## src/rtl/nibble_add_seq.sv

```systemverilog
// Wide adder built around an external 4-bit adder slice: the operands are fed
// through the slice one nibble at a time, LS nibble first, and the ripple carry is chained between nibbles.
module nibble_add_seq #(
  parameter int W   = 16,
  parameter int LAT = 2
) (
  input  logic         clk,
  input  logic         rst,
  input  logic         in_valid,
  output logic         in_ready,
  input  logic [W-1:0] in_a,
  input  logic [W-1:0] in_b,
  input  logic         in_cin,
  output logic         out_valid,
  input  logic         out_ready,
  output logic [W-1:0] out_sum,
  output logic         out_cout,
  output logic         out_ovf,
  output logic [3:0]   add_a,
  output logic [3:0]   add_b,
  output logic         add_cin,
  input  logic [3:0]   add_sum,
  input  logic         add_cout
);

  localparam int NIB = W / 4;
  localparam int IW  = (NIB > 1) ? $clog2(NIB) : 1;
  localparam int WW  = (LAT > 0) ? $clog2(LAT + 1) : 1;

  typedef enum logic [1:0] {
    IDLE = 2'd0,
    RUN  = 2'd1,
    DONE = 2'd2
  } state_t;

  state_t        state_r;
  logic [W-1:0]  a_r;
  logic [W-1:0]  b_r;
  logic [W-1:0]  sum_r;
  logic [W-1:0]  sum_next_s;
  logic          sa_r;
  logic          sb_r;
  logic [IW-1:0] idx_r;
  logic [WW-1:0] wait_r;
  logic          sample_s;
  logic          last_s;

  function automatic logic ovf_f(input logic sa, input logic sb, input logic sr);
    return (sa == sb) && (sr != sa);
  endfunction

  assign in_ready = (state_r == IDLE) && !rst;

  // Merge the slice's nibble into the partial sum and decode sample/last conditions
  always_comb begin
    sum_next_s = sum_r;
    sum_next_s[{idx_r, 2'b00} +: 4] = add_sum;
    sample_s = (wait_r == WW'(LAT));
    last_s   = (idx_r == IW'(NIB - 1));
  end

  // Sequencer: accept, step through the nibbles, then hold the result until taken
  always_ff @(posedge clk) begin
    if (rst) begin
      state_r   <= IDLE;
      a_r       <= '0;
      b_r       <= '0;
      sum_r     <= '0;
      sa_r      <= 1'b0;
      sb_r      <= 1'b0;
      idx_r     <= '0;
      wait_r    <= '0;
      out_valid <= 1'b0;
      out_sum   <= '0;
      out_cout  <= 1'b0;
      out_ovf   <= 1'b0;
      add_a     <= 4'd0;
      add_b     <= 4'd0;
      add_cin   <= 1'b0;
    end else begin
      case (state_r)
        IDLE: begin
          if (in_valid) begin
            // a_r/b_r hold the not-yet-presented nibbles, shifted down as they are used
            a_r     <= in_a >> 3'd4;
            b_r     <= in_b >> 3'd4;
            sa_r    <= in_a[W-1];
            sb_r    <= in_b[W-1];
            add_a   <= in_a[3:0];
            add_b   <= in_b[3:0];
            add_cin <= in_cin;
            idx_r   <= '0;
            wait_r  <= '0;
            state_r <= RUN;
          end
        end
        RUN: begin
          if (sample_s) begin
            sum_r <= sum_next_s;
            if (last_s) begin
              out_sum   <= sum_next_s;
              out_cout  <= add_cout;
              out_ovf   <= ovf_f(sa_r, sb_r, add_sum[3]);
              out_valid <= 1'b1;
              state_r   <= DONE;
            end else begin
              add_a   <= a_r[3:0];
              add_b   <= b_r[3:0];
              add_cin <= add_cout;
              a_r     <= a_r >> 3'd4;
              b_r     <= b_r >> 3'd4;
              idx_r   <= idx_r + IW'(1);
              wait_r  <= '0;
            end
          end else begin
            wait_r <= wait_r + WW'(1);
          end
        end
        DONE: begin
          if (out_ready) begin
            out_valid <= 1'b0;
            state_r   <= IDLE;
          end
        end
        default: begin
          state_r <= IDLE;
        end
      endcase
    end
  end

endmodule

```

## config.mk

```make
export PLATFORM = sky130hd
export DESIGN_NAME = nibble_add_seq
export DESIGN_NICKNAME = d
export VERILOG_FILES = /design/src/rtl/nibble_add_seq.sv
export SDC_FILE = /design/constraint.sdc
export NUM_CORES = 1
export LEC_CHECK = 0
export CAP_MARGIN = 20
export CELL_PAD_IN_SITES_DETAIL_PLACEMENT = 1
export CELL_PAD_IN_SITES_GLOBAL_PLACEMENT = 1
export CORE_ASPECT_RATIO = 0.7
export CORE_MARGIN = 2
export CORE_UTILIZATION = 43
export CTS_BUF_LIST = sky130_fd_sc_hd__clkbuf_16
export CTS_CLUSTER_DIAMETER = 200
export DETAILED_ROUTE_END_ITERATION = 10
export PLACE_DENSITY = 0.94
export SLEW_MARGIN = 25
export SYNTH_ARGS = -nofsm -noshare
export SYNTH_HDL_FRONTEND = slang
export SYNTH_SLANG_ARGS = --single-unit
```

## constraint.sdc

```tcl
create_clock -name clk -period 3.8 [get_ports clk]
set_input_delay 0.57 -clock clk [delete_from_list [all_inputs] [get_ports clk]]
set_output_delay 0.57 -clock clk [all_outputs]
set_load 0.01 [all_outputs]
```

Word-level counts from Yosys, hierarchy flattened:

Index checks and enable logic that the tools add are counted.

* bits in registers: 84
* latch bits: 0
* RAM bits: 0
* memory bits (read-only): 0
* bits of input ports: 42
* output and inout port bits: 29
* word-level logic and storage cells: 82
* memories kept: 0

* add/sub/neg operators: 3
* multipliers: 0
* div/mod/pow operators: 0
* magnitude comparators: 0
* equality and inequality tests: 12
* shift operators: 2
* mux-type cells: 37
* bitwise gates (word level): 0
* reductions and logical operators: 13

Operators by type and width (number)
* two-way mux 16 bit: 6
* one-hot mux 16 bit (2 select lines): 2
* two-way mux 4 bit: 6
* two-way mux 2 bit: 9
* bitwise mux 16 bit: 1
* one-hot mux 4 bit (2 select lines): 2
* variable shift 4 x 6 -> 16 bit (first input constant): 1
* indexed part select 4 x 6 -> 16 bit: 1
* AND reduction 4 bit: 3
* != test 2 bit (second input constant): 5
* one-hot mux 2 bit (2 select lines): 2
* == test 2 bit (second input constant): 3
* two-way mux 1 bit: 6
* negation 4 -> 6 bit: 1
* one-hot mux 2 bit (3 select lines): 1
* AND reduction 3 bit: 2
* adder 2 x 1 -> 2 bit (second input constant): 2
* one-hot mux 1 bit (2 select lines): 2
* AND reduction 2 bit: 2
* nonzero test 2 bit: 2
* != test 3 bit (second input constant): 1
* == test 2 x 1 -> 1 bit (second input constant): 1
* logical AND 1 bit: 2
* logical NOT 2 bit: 1
* other kinds (3): 3

Depth between registers and ports, before layout:

Gate-level depths: netlist of the first run.

* depth in word-level cells: 4
* gate-level depth with buffers: 6
* depth with buffers taken out: 5

Least setup slack after synthesis of the first run:

No wires, ideal clock.

* path type: reg2reg
* start: register idx_r[0]
* end: register out_sum[11]
* library setup time: 0.091 ns
* arrival time: 1.771 ns
* required time: 3.709 ns
* slack: 1.938 ns
* stages on the path, launching flop included: 7
* path buffers: 1
* period minus slack after synthesis: 1.862 ns
* path through: dfxtp_1 > inv_1 > ha_1 > nor3b_1 > buf_2 > nand3_1 > a311oi_1

* longest elaborated chain between the ends: 3
* elaborated cells on any way between the ends: 6
* classes of those cells: 1 x add/sub; 1 x eq/ne; 2 x shift; 1 x mux; 1 x reduce/logical

Ends and longest elaborated chain
* start, declared: RTL line 43 `logic [IW-1:0] idx_r;`
* start signal, assigned: RTL line 112 `idx_r <= idx_r + IW'(1);`
* negation 4 -> 6 bit: RTL line 57 `sum_next_s[{idx_r, 2'b00} +: 4] = add_sum;`
* indexed part select 4 x 6 -> 16 bit / variable shift 4 x 6 -> 16 bit (equally long branches): RTL line 57
* bitwise mux 16 bit: RTL line 57
* end signal, assigned: RTL line 101 `out_sum <= sum_next_s;`
* end, declared: RTL line 16 `output logic [W-1:0] out_sum,`

Parallel ways exist; a longest one is shown, timed or not.
A chain may end at the register's enable or synchronous reset.

Worst setup path in the final report of the first run:

* start: register idx_r[0]
* end: register b_r[4]

* longest elaborated chain between the ends: 3

Ends and longest elaborated chain
* == test 2 bit: RTL line 59 `last_s = (idx_r == IW'(NIB - 1));`
* != test 2 bit (no line)
* AND reduction 4 bit (no line)
* end signal, assigned: RTL line 86 `b_r <= in_b >> 3'd4;`
* end signal, assigned: RTL line 111 `b_r <= b_r >> 3'd4;`
* end, declared: RTL line 38 `logic [W-1:0] b_r;`

No other way between the ends.

==> results of run 1 <==
-- kinds of logic after synthesis --
logic type	synth area share [%]
buffers and inverters	7.72
muxes	7.58
DFF	41.0
and+or+nand+nor	13.3
AOI/OAI and AO/OA	28.4
adders and majority gates	2.02
-- per-layer routing --
layer  up-vias  global-route usage, %  part of all wire [%]
li1       1577                      -                     -
met1      1753                   37.6                    43
met2       174                   47.4                    47
met3        46                   6.79                   6.5
met4         0                   13.4                   3.4
met5         -                      0                     0
-- worst paths after layout --
path                     to  cells after the start  slack [ns]       from
setup / recovery     b_r[4]                      4        0.92   idx_r[0]
hold / removal    out_valid                      2        0.49  out_valid
setup reg to reg     b_r[4]                      4        0.92   idx_r[0]
hold reg to reg   out_valid                      2        0.49  out_valid
-- cell usage in the layout, fill, tap and decap left out, drive strengths merged, types with 13 or more instances in the layout --
cell type / instances
nand4: 13
mux2i: 27
a2111oi: 24
dfxtp: 76
nand2: 18
o21ai: 18
a21oi: 40
a31o: 25
nand3: 16
a311oi: 13
clkdlybuf4s50: 69
-- area by class of cell --
cell class	count	share of cell area [%]
Multi-Input combinational cell	256	40.8
Sequential cell	76	32.5
Tap cell	105	2.81
Timing Repair Buffer	78	16.1
Clock buffer	9	4.81
Clock inverter	7	2.11
Inverter	10	0.802
-- power groups by stage --
| stage | sequential, mW | clock, mW | combinational [mW] |
|---|---|---|---|
| final | 0.845 | 0.954 | 0.202 |
| after global routing | 0.847 | 0.989 | 0.212 |
| after CTS | 0.844 | 0.955 | 0.199 |
| after detailed placement | 0.861 | 0 | 0.191 |
| after global placement | 0.859 | 0 | 0.183 |
| after floorplan | 0.853 | 0 | 0.116 |
-- worst max-delay path, delay by kind of cell (launching register included) --
| kind | cells | cell delay [ns] |
|---|---|---|
| AOI/OAI and AO/OA | 2 | 1.08 |
| and+or+nand+nor | 1 | 0.85 |
| DFF | 1 | 0.53 |
| adders and majority gates | 1 | 0.36 |
-- through the flow --
stage | setup slack, ns | instances | utilization [%]
floorplan | 1.94 | 386 | -
global placement | 1.19 | 525 | 51.8
detailed placement | 1.07 | 525 | 51.8
CTS | 0.963 | 541 | 55.6
global route | 0.695 | 541 | 55.7
finish | 0.917 | 541 | 55.7
-- state kept, by name (all words and copies together) (netlist names) --
name       flops
wait_r         2
sa_r           1
out_cout       1
idx_r          2
a_r           12
add_b          4
out_ovf        1
state_r        2
out_valid      1
b_r           12
sb_r           1
add_cin        1
sum_r         16
out_sum       16
add_a          4
==> out/qor.yml, run 1 <==
outcome:
  status: "complete, no violations"
grt:
  grt_pass1_vias: 3618
  grt_antenna_before_repair: 0
  grt_use_total_pct: 29.3
  global_route.overflow_total: 0
  grt_pass1_wl_um: 20700
  grt_max_degree: 42
route:
  post_drt_wl_per_cell_um: 25.0
  drt-pass1-iter-count: 5
  drt_iter0_markers: 248
  vias_per_cell: 6.56
  finalWirelength_um: 13500
  vias: 3550
  antenna_left: 0
  remaining_drc_errors: 0
sta:
  tightest_slew_ns: 0.897
  fin_skew_ns: 0.0152
  slew_viol_final: 0
  fin_crit_sh_pct: 75.9
  rsz0062_at_grt: "no"
  max_freq_mhz: 347
  slew_headroom_pct: 40.2
  fin_tns_setup_ns: 0
  min_period_ns: 2.88
  hold_viol: 0
  hold_ws_ns: 0.485
  setup_violations: 0
synthesis:
  yosysWarningCount: 0
  yosysTopAreaCell: "dfxtp_1"
  yosys.cell_types.count: 51
  synth_edf_count: 0
  ys_seq_area_share_pct: 41.0
  ys_ff_latch: 76
  synth.most_common_cell: "dfxtp_1"
  synth_top_area_share_pct: 41.0
  synth_area_leaders: "dfxtp_1 (41%), mux2i_1 (7.3%), a21oi_1 (5.4%)"
  syn-instance-count: 386
  ys.flop_type: "dfxtp_1"
  syn-mean-instance-area_um2: 9.62
  synth_common_cells: "dfxtp_1 (76), a21oi_1 (40), mux2i_1 (27)"
  mappedNetlistNets: 434
  synth_area_um2: 3710
  ys_async_sr_fraction_pct: 0
critical_path:
  cp_data_arrival_time_ns: 3.17
  worstSetupPathType: "reg2reg"
  cpPeakStageDelay_ns: 0.87
  endpoint_kind: "register"
  start_kind: "register"
  cpMaxStageDelayCell: "a2111oi_0"
  cp_data_required_time_ns: 4.08
  path_cells: "ha_1, nand4bb_2, a2111oi_0, a31o_2"
  crit_path_max_fanout: 29
power_and_ir_drop:
  seqPwrFrac_pct: 42.3
  p_comb_share_pct: 10.1
  power.clock.fraction_pct: 47.7
  p_int_mw: 1.50
  p_per_area_nw_per_um2: 428
  p_sw_mw: 0.501
  sw_frac_of_total_pct: 25.1
  fin_total_pwr_mw: 2.00
  p_leak_nw: 1.54
  ir_drop_uv: 197
clock_network:
  cts.sinks: 76
  cts_setup_buffers: 0
  clkTransAtPathRegs_ns: 0.06
  clkLatencyLatePin_ns: 0.35
  cts-htree-levels: 3
  clock_path_buffers: 2
  numCtsBuffers: 9
  cts_hold_buf: 0
  cts_tree: "built"
  ctsResizeCount: 0
  cts_root_buffer: "clkbuf_16"
cells_and_area:
  final_cell_area_um2: 4680
  area_growth_pct: 26.0
  seq_area_um2: 1520
  fillers: 934
  diodes: 0
  drive_gt1_share_pct: 13.1
  multiInputGateArea_um2: 1910
  fin_nets: 479
placement:
  placed_area_um2: 4350
  place_hpwl_um: 7810
  routabilityCongestion: 0.822
  portBuffers: 70
floorplanning:
  core-area_um2: 8410
  fp-row-count: 28
  design.die.area_um2: 9410
  io_pins: 71
  die_w_um: 115
  start_util_pct: 44.2
  die_y_um: 81.8
flow_run:
  max_cap_viol_count: 0
hold_path:
  hold_class: "reg2reg"
Note: power is estimated with default switching activity, not from simulation.
==> run 2: changes to the inputs <==
--- a/config.mk
+++ b/config.mk
@@ -10,11 +10,11 @@
 export CELL_PAD_IN_SITES_GLOBAL_PLACEMENT = 1
 export CORE_ASPECT_RATIO = 0.7
 export CORE_MARGIN = 2
-export CORE_UTILIZATION = 43
+export CORE_UTILIZATION = 40
 export CTS_BUF_LIST = sky130_fd_sc_hd__clkbuf_16
 export CTS_CLUSTER_DIAMETER = 200
 export DETAILED_ROUTE_END_ITERATION = 10
-export PLACE_DENSITY = 0.94
+export PLACE_DENSITY = 0.89
 export SLEW_MARGIN = 25
 export SYNTH_ARGS = -nofsm -noshare
 export SYNTH_HDL_FRONTEND = slang
==> constraint.sdc (replaced) <==
create_clock -name clk -period 2.94 [get_ports clk]
set_input_delay 0.441 -clock clk [delete_from_list [all_inputs] [get_ports clk]]
set_output_delay 0.441 -clock clk [all_outputs]
set_load 0.01 [all_outputs]
==> out/qor.yml, run 2 (synthesis gave the netlist of run 1 again) <==
flow_run:
  max_cap_viol_count: 0  # unchanged
sta:
  max_freq_mhz: 429  # +24%
  fin_skew_ns: 0.00699  # -0.00817 ns
  fin_crit_sh_pct: 79.2  # +3.3 points
  finalWorstSetupSlack_ns: 0.611  # -0.306 ns
  hold_viol: 0  # unchanged
  slew_headroom_pct: 41.9  # +1.8 points
  min_period_ns: 2.33  # -0.554 ns
  rsz0062_at_grt: "no"
  setup_violations: 0  # unchanged
  slew_viol_final: 0  # unchanged
  fin_tns_setup_ns: 0  # unchanged
  hold_ws_ns: 0.473  # -0.0121 ns
  tightest_slew_ns: 0.871  # -0.0258 ns
clock_network:
  ctsResizeCount: 0  # unchanged
  cts_setup_buffers: 0  # unchanged
  cts_tree: "built"
  clkLatencyLatePin_ns: 0.34  # about the same
  clock_path_buffers: 2  # unchanged
  numCtsBuffers: 9  # unchanged
  clkTransAtPathRegs_ns: 0.07  # about the same
  cts_hold_buf: 0  # unchanged
  cts.sinks: 76  # unchanged
  cts-htree-levels: 3  # unchanged
  cts_root_buffer: "clkbuf_16"
floorplanning:
  io_pins: 71  # unchanged
  design.die.area_um2: 10100  # +7.2%
  die_y_um: 84.6  # +3.5%
  start_util_pct: 41.1  # -3.1 points
  die_w_um: 119  # +3.6%
  core-area_um2: 9030  # +7.5%
  fp-row-count: 29  # +3.6%
critical_path:
  regToRegEndpoint: "add_a[3]"
  endpoint_kind: "register"
  worstSetupPathType: "reg2reg"
  cp_data_arrival_time_ns: 2.62  # -0.55 ns
  crit_path_max_fanout: 21  # -28%
  cp_data_required_time_ns: 3.23  # -0.85 ns
  r2r-start: "state_r[0]"
  start_kind: "register"
  rr_worst_depth: 5  # +1
  r2r_slack_ns: 0.61  # -0.31 ns
cells_and_area:
  area_growth_pct: 28.0
  mostFrequentLayoutCells: "dfxtp_1 (75), clkdlybuf4s50_1 (69), a21oi_1 (40)"
  utilization_pct: 52.6  # -3.1 points
  fin_nets: 489  # +2.1%
  diodes: 0  # unchanged
  final_common_cell: "dfxtp_1"
  drive_gt1_share_pct: 14.6  # +1.5 points
  reg_top3: "out_sum: 16 flops, sum_r: 16 flops"
route:
  post_drt_wl_per_cell_um: 21.0  # -16%
  antenna_left: 0  # unchanged
  remaining_drc_errors: 0  # unchanged
  vias: 3459  # -2.6%
  finalWirelength_um: 11900  # -12%
  drt_iter0_markers: 259  # +4.4%
  vias_per_cell: 6.07  # -7.5%
  drt-pass1-iter-count: 5  # unchanged
grt:
  grt_pass1_wl_um: 18700  # -9.9%
  top_usage_layer: "met2"
  use_met2_pct: 37.4  # -10 points
  grt_antenna_before_repair: 0  # unchanged
  global_route.overflow_total: 0  # unchanged
  grt_max_degree: 50  # +19%
  grt_util_met1_pct: 31.7  # -5.8 points
  grt_pass1_vias: 3458  # -4.4%
  grt_use_total_pct: 23.6  # -5.7 points
  gr-usage-met3_pct: 5.91  # -0.88 points
power_and_ir_drop:
  sw_frac_of_total_pct: 25.2  # +0.17 points
  p_int_mw: 1.86  # +24%
  p_leak_nw: 1.58  # +2.3%
  p_per_area_nw_per_um2: 523  # +22%
  ir_drop_uv: 238  # +21%
  power.clock.fraction_pct: 45.6  # -2.1 points
  p_comb_share_pct: 10.4  # +0.3 points
  seqPwrFrac_pct: 44.1  # +1.8 points
  p_sw_mw: 0.627  # +25%
placement:
  pre_cts_ws_ns: 0.451  # -0.619 ns
  routabilityCongestion: 0.816  # -0.72%
  portBuffers: 70  # unchanged
  place_hpwl_um: 7810  # about the same
hold_path:
  hold_class: "reg2reg"
  whs_path_depth: 2  # unchanged
  hold_start: "add_cin"
  hold_end: "add_cin"
outcome:
  status: "complete, no violations"
==> run 2: cell types whose count changed in the layout (fill, tap and decap cells not counted) <==
cell	before	now
bufinv_16	2	1
inv_1	9	10
buf_4	8	18
clkinv_2	1	0
clkinv_4	2	1
inv_6	1	2
nand2b_2	1	0
nand2b_1	0	1
clkinvlp_4	1	2
==> run 2: metal layers <==
metal | part of all wire (%) | wire length [um]
met2 | 47 | 5570
met1 | 46 | 5490
met4 | 1.9 | 225
met3 | 5.5 | 654
met5 | 0 | 0
==> run 2: stage by stage <==
| step | instance area (um2) | power (mW) | cells |
|---|---|---|---|
| 2_1_floorplan | 3710 | 1.25 | 386 |
| 3_3_place_gp | 4450 | 1.36 | 554 |
| 3_5_place_dp | 4450 | 1.37 | 554 |
| 4_1_cts | 4750 | 2.49 | 570 |
| 5_1_grt | 4750 | 2.56 | 570 |
| 6_report | 4750 | 2.48 | 570 |
==> run 2: final cells by class <==
type,instances,area (um2)
Sequential cell,76,1520
Clock inverter,7,75.1
Timing Repair Buffer,88,831
Inverter,10,37.5
Multi-Input combinational cell,256,1910
Clock buffer,9,225
Fill cell,987,4280
Tap cell,124,155
==> run 2: how the worst max path moves through the flow <==
stage                          start  slack, ns     endpoint
after floorplan             idx_r[0]       1.08  out_sum[11]
after global placement      in_valid       0.62     add_a[2]
after detailed placement    in_valid       0.45       b_r[2]
after CTS                 state_r[0]       0.67     add_a[3]
after global routing      state_r[0]       0.55     add_a[3]
final                     state_r[0]       0.61     add_a[3]
==> run 2: power by group through the flow <==
stage                     logic [mW]  clock network, mW  registers [mW]
after floorplan                0.150                  0            1.10
after global placement         0.242                  0            1.11
after detailed placement       0.251                  0            1.12
after CTS                      0.255               1.14            1.09
after global routing           0.274               1.19            1.10
final                          0.257               1.13            1.10
==> run 2: worst max-delay path, cell delays in order (launching register included) <==
cell,delay [ns]
dfxtp_2,0.68
nand4bb_2,0.36
buf_4,0.30
a2111oi_0,0.63
buf_4,0.23
a31o_1,0.08
==> RTL change 1 (config.mk and constraints of run 2) <==
`LAT`: 2 -> 1.
--- a/src/rtl/nibble_add_seq.sv
+++ b/src/rtl/nibble_add_seq.sv
@@ -3,5 +3,5 @@
 module nibble_add_seq #(
   parameter int W   = 16,
-  parameter int LAT = 2
+  parameter int LAT = 1
 ) (
   input  logic         clk,
Function: changed (Yosys sat finds a counterexample within 4 cycles, from zero or initial values and one cycle with rst high).
==> RTL change 1 against run 2 <==
Final area shrank 6.5%; synthesized area shrank 7.9%; routed wire length shrank 16%; critical path depth shrank 2; sequential cell count shrank 1; hold slack lost 18 ps; combinational power grew 21%; first-iteration DRC count shrank 29%; worst setup slack lost 65 ps; die area shrank 7.5%; total power grew 3.1%.
==> RTL change 1: results (changes against run 2) <==
syn_nets - 395 (-9.0%)
fillers - 935 (-5.3%)
P_leak - 0.00156 uW (-1.2%)
critical path arrival - 1950 ps (-670 ps)
largest net degree at the start of global routing - 37 (-26%)
synth top area cells - dfxtp_1, mux2i_1, a211oi_2
post-synthesis sequential area ratio - 0.439 (+0.0291)
Met2 Wirelength - 4990 um (-10%)
Initial Utilization - 0.409 (-0.00233)
crit-path max cell delay - 590 ps (-90 ps)
DR pass1 iterations - 4 (-1)
Detailed Route WL - 10,100 um (-16%)
maximum VDD drop - 0.000249 V (+4.6%)
first-pass GRT wire length - 16,200 um (-14%)
Worst path slowest cell - clkdlybuf4s50_1
critical path fanouts, max - 28 (+33%)
Final Skew - 5.12 ps (-1.86 ps)
WL met1 - 4410 um (-20%)
CP top delay family - buffers and inverters
Max-slew headroom - 0.391 (-0.0284)
via count - 2,956 (-15%)
met3 WL post-DR - 474 um (-28%)
GP Congestion - 0.802 (-1.7%)
Distinct cells, synth - 39 (-24%)
dpl hpwl - 6510 um (-17%)
Starting DRT DRC Count - 183 (-29%)
status - finished, final reports clean
vias in the first global route - 3,115 (-9.9%)
Worst Hold Class - in2reg
-- RTL change 1: logic make-up (layout without fill, tap and decap cells) --
family / count (synthesis) / after routing / share of synthesized area
compound gates: 102 / 102 / 0.239
buf+inv: 39 / 97 / 0.0552
simple gates: 96 / 96 / 0.161
mux: 29 / 29 / 0.0848
fa+ha+maj: 6 / 6 / 0.0219
flops: 75 / 75 / 0.439
-- RTL change 1: final timing paths --
check,startpoint,endpoint,slack (ps),cells past startpoint
setup / recovery,state_r[0]$_SDFFE_PP0P_,in_ready,550,3
hold / removal,rst,sum_r[2]$_SDFFE_PP0P_,460,2
setup reg to reg,idx_r[0]$_SDFFE_PP0P_,add_a[1]$_SDFFE_PP0P_,560,5
hold reg to reg,sum_r[10]$_SDFFE_PP0P_,sum_r[10]$_SDFFE_PP0P_,470,2
-- RTL change 1: stage by stage --
stage | power [uW] | worst slack (ps) | util | area, um2 | instances
final | 2560 | 546 | 0.531 | 4450 | 510
after global placement | 1410 | 767 | 0.494 | 4140 | 495
after floorplan | 1290 | 1170 | - | 3420 | 347
after detailed placement | 1420 | 636 | 0.494 | 4140 | 495
after CTS | 2580 | 558 | 0.531 | 4450 | 510
after global routing | 2640 | 418 | 0.531 | 4450 | 510
-- RTL change 1: per-layer routing --
| metal | up-vias | GRT usage |
|---|---|---|
| met2 | 82 | 0.379 |
| met3 | 15 | 0.0612 |
| met5 | - | 0 |
| li1 | 1415 | - |
| met4 | 0 | 0.0768 |
| met1 | 1444 | 0.280 |
-- RTL change 1: worst reg2reg max path, cell delays in order, from the launching register on --
cell	delay [ps]
dfxtp_1	400
ha_1	300
and4bb_1	550
or2_1	440
buf_4	390
a211oi_1	150
-- RTL change 1: final cells by class --
type / instances / area [um2] / area share
Timing Repair Buffer: 77 / 748 / 0.168
Clock buffer: 9 / 225 / 0.0507
Inverter: 5 / 18.8 / 0.00422
Tap cell: 105 / 131 / 0.0296
Sequential cell: 75 / 1500 / 0.338
Clock inverter: 6 / 82.6 / 0.0186
Multi-Input combinational cell: 233 / 1740 / 0.391
-- RTL change 1: power breakdown --
part	switching (uW)	internal (uW)	total, uW
combinational	161	151	312
clock	422	732	1150
sequential	33.3	1060	1090
==> RTL change 2 (settings of run 2) <==
Made on the original files. Put one more register stage on the output `out_ovf`, with the module's reset. The value now appears one clock later. The other outputs are not delayed to match.
--- a/src/rtl/nibble_add_seq.sv
+++ b/src/rtl/nibble_add_seq.sv
@@ -33,4 +33,6 @@
     DONE = 2'd2
   } state_t;
+
+  logic out_ovf_s0;
 
   state_t        state_r;
@@ -74,5 +76,5 @@
       out_sum   <= '0;
       out_cout  <= 1'b0;
-      out_ovf   <= 1'b0;
+      out_ovf_s0 <= 1'b0;
       add_a     <= 4'd0;
       add_b     <= 4'd0;
@@ -101,5 +103,5 @@
               out_sum   <= sum_next_s;
               out_cout  <= add_cout;
-              out_ovf   <= ovf_f(sa_r, sb_r, add_sum[3]);
+              out_ovf_s0 <= ovf_f(sa_r, sb_r, add_sum[3]);
               out_valid <= 1'b1;
               state_r   <= DONE;
@@ -130,4 +132,12 @@
   end
 
+  always_ff @(posedge clk) begin
+    if (rst) begin
+      out_ovf <= '0;
+    end else begin
+      out_ovf <= out_ovf_s0;
+    end
+  end
+
 endmodule
 
Check against the original RTL: no difference found for any inputs over 4 cycles, from zero or initial values and one cycle with rst high; that may be too few to reach the edited logic, so the function may still have changed.
==> RTL change 2 against run 2 <==
Synthesized area is 3.2% higher; global-route usage is 2.1 points higher; routed wire length is 7.0% higher; critical path type unchanged; via count is 0.32% higher; sequential cell count is 1 higher; die area is 3.1% higher; clock power is 9.7% lower; hold slack worse by 92 ps; worst setup slack worse by 200 ps; final area is 0.55% higher; total power is 3.6% lower.
==> RTL change 2: results (changes against run 2) <==
status - finished, final reports clean
syn avg cell area - 10.0 um2 (+4.0%)
Worst Hold Class - in2reg
P_leak - 0.00154 uW (-2.5%)
GRT Util Overall - 0.257 (+0.0212)
DR pass1 iterations - 4 (-1)
most frequent cells after synthesis - dfxtp_1, a21oi_1, mux2i_1
syn_nets - 431 (-0.69%)
synth top area cells - dfxtp_1, mux2i_1, a2111oi_2
first-pass GRT wire length - 20,700 um (+11%)
critical path arrival - 2700 ps (+80 ps)
vias in the first global route - 3,728 (+7.8%)
maximum VDD drop - 0.000234 V (-2.0%)
largest net degree at the start of global routing - 72 (+44%)
Placed Instances - 542 (-2.2%)
via count - 3,470 (+0.32%)
FF-to-FF setup slack - 420 ps (-200 ps)
worst reg2reg startpoint - state_r[1]$_SDFFE_PP0P_
post-synthesis sequential area ratio - 0.402 (-0.00761)
layout cells sized above 1 - 0.131 (-0.0144)
worst r2r path cells - 4 (-1)
fillers - 989 (+0.20%)
Starting DRT DRC Count - 232 (-10%)
Distinct cells, synth - 46 (-9.8%)
Layout Nets - 477 (-2.5%)
Detailed Route WL - 12,800 um (+7.0%)
worst slew pin tran - 895 ps (+24.0 ps)
Final Skew - 6.55 ps (-0.437 ps)
[RTL change 2: cell types whose count changed in the layout (fill, tap and decap cells not counted), sizes merged, moves of 2 or more]
cell    change
buf         -9
a311oi      -5
nand2       -5
inv         -4
a211oi      +3
a32oi       +3
clkinv      +3
mux2i       +3
nand3       -2
nand4       -2
nor2b       +2
[RTL change 2: critical path: stages, from the launching register on]
cell       delay, ps
dfxtp_2          330
buf_4            280
nand4bb_1        840
nor2_4           690
a311oi_1         190
[RTL change 2: kinds of logic (layout without fill, tap and decap cells)]
family | Yosys count | after routing | synth area share
flops | 77 | 77 | 0.402
compound gates | 144 | 144 | 0.303
simple gates | 73 | 73 | 0.123
mux | 30 | 30 | 0.0783
fa+ha+maj | 6 | 6 | 0.0196
buf+inv | 53 | 104 | 0.0741
[RTL change 2: path summary, 6_finish.rpt]
| path | end |
|---|---|
| setup / recovery | out_sum[10]$_SDFFE_PP0P_ |
| hold / removal | out_valid$_SDFFE_PP0P_ |
| setup reg to reg | out_sum[10]$_SDFFE_PP0P_ |
| hold reg to reg | out_ovf$_SDFF_PP0_ |
[RTL change 2: report_power, final]
part | switching, uW | leakage, uW | internal (uW)
logic | 141 | 0.000789 | 131
clock network | 455 | 0.000127 | 565
registers | 25.9 | 0.000626 | 1080
[RTL change 2: area by class of cell]
type	instances	area (um2)	share of cell area
multi-input cells	253	2010	0.422
clock inverters	7	42.5	0.00890
inverters	9	33.8	0.00707
well taps	124	155	0.0325
flip-flops and latches	77	1540	0.323
clock buffers	9	225	0.0471
repair buffers	79	763	0.160
[RTL change 2: layer usage]
metal	up-vias	GRT usage	share of wire
met2	109	0.432	0.49
met5	-	0	0
li1	1575	-	-
met1	1756	0.321	0.44
met4	0	0.111	0.028
met3	30	0.0525	0.050
[RTL change 2: per-stage QoR]
step | setup WS, ps | area (um2)
floorplan | 1120 | 3830
global placement | 629 | 4510
detailed placement | 546 | 4510
CTS | 476 | 4780
global route | 306 | 4780
finish | 416 | 4780
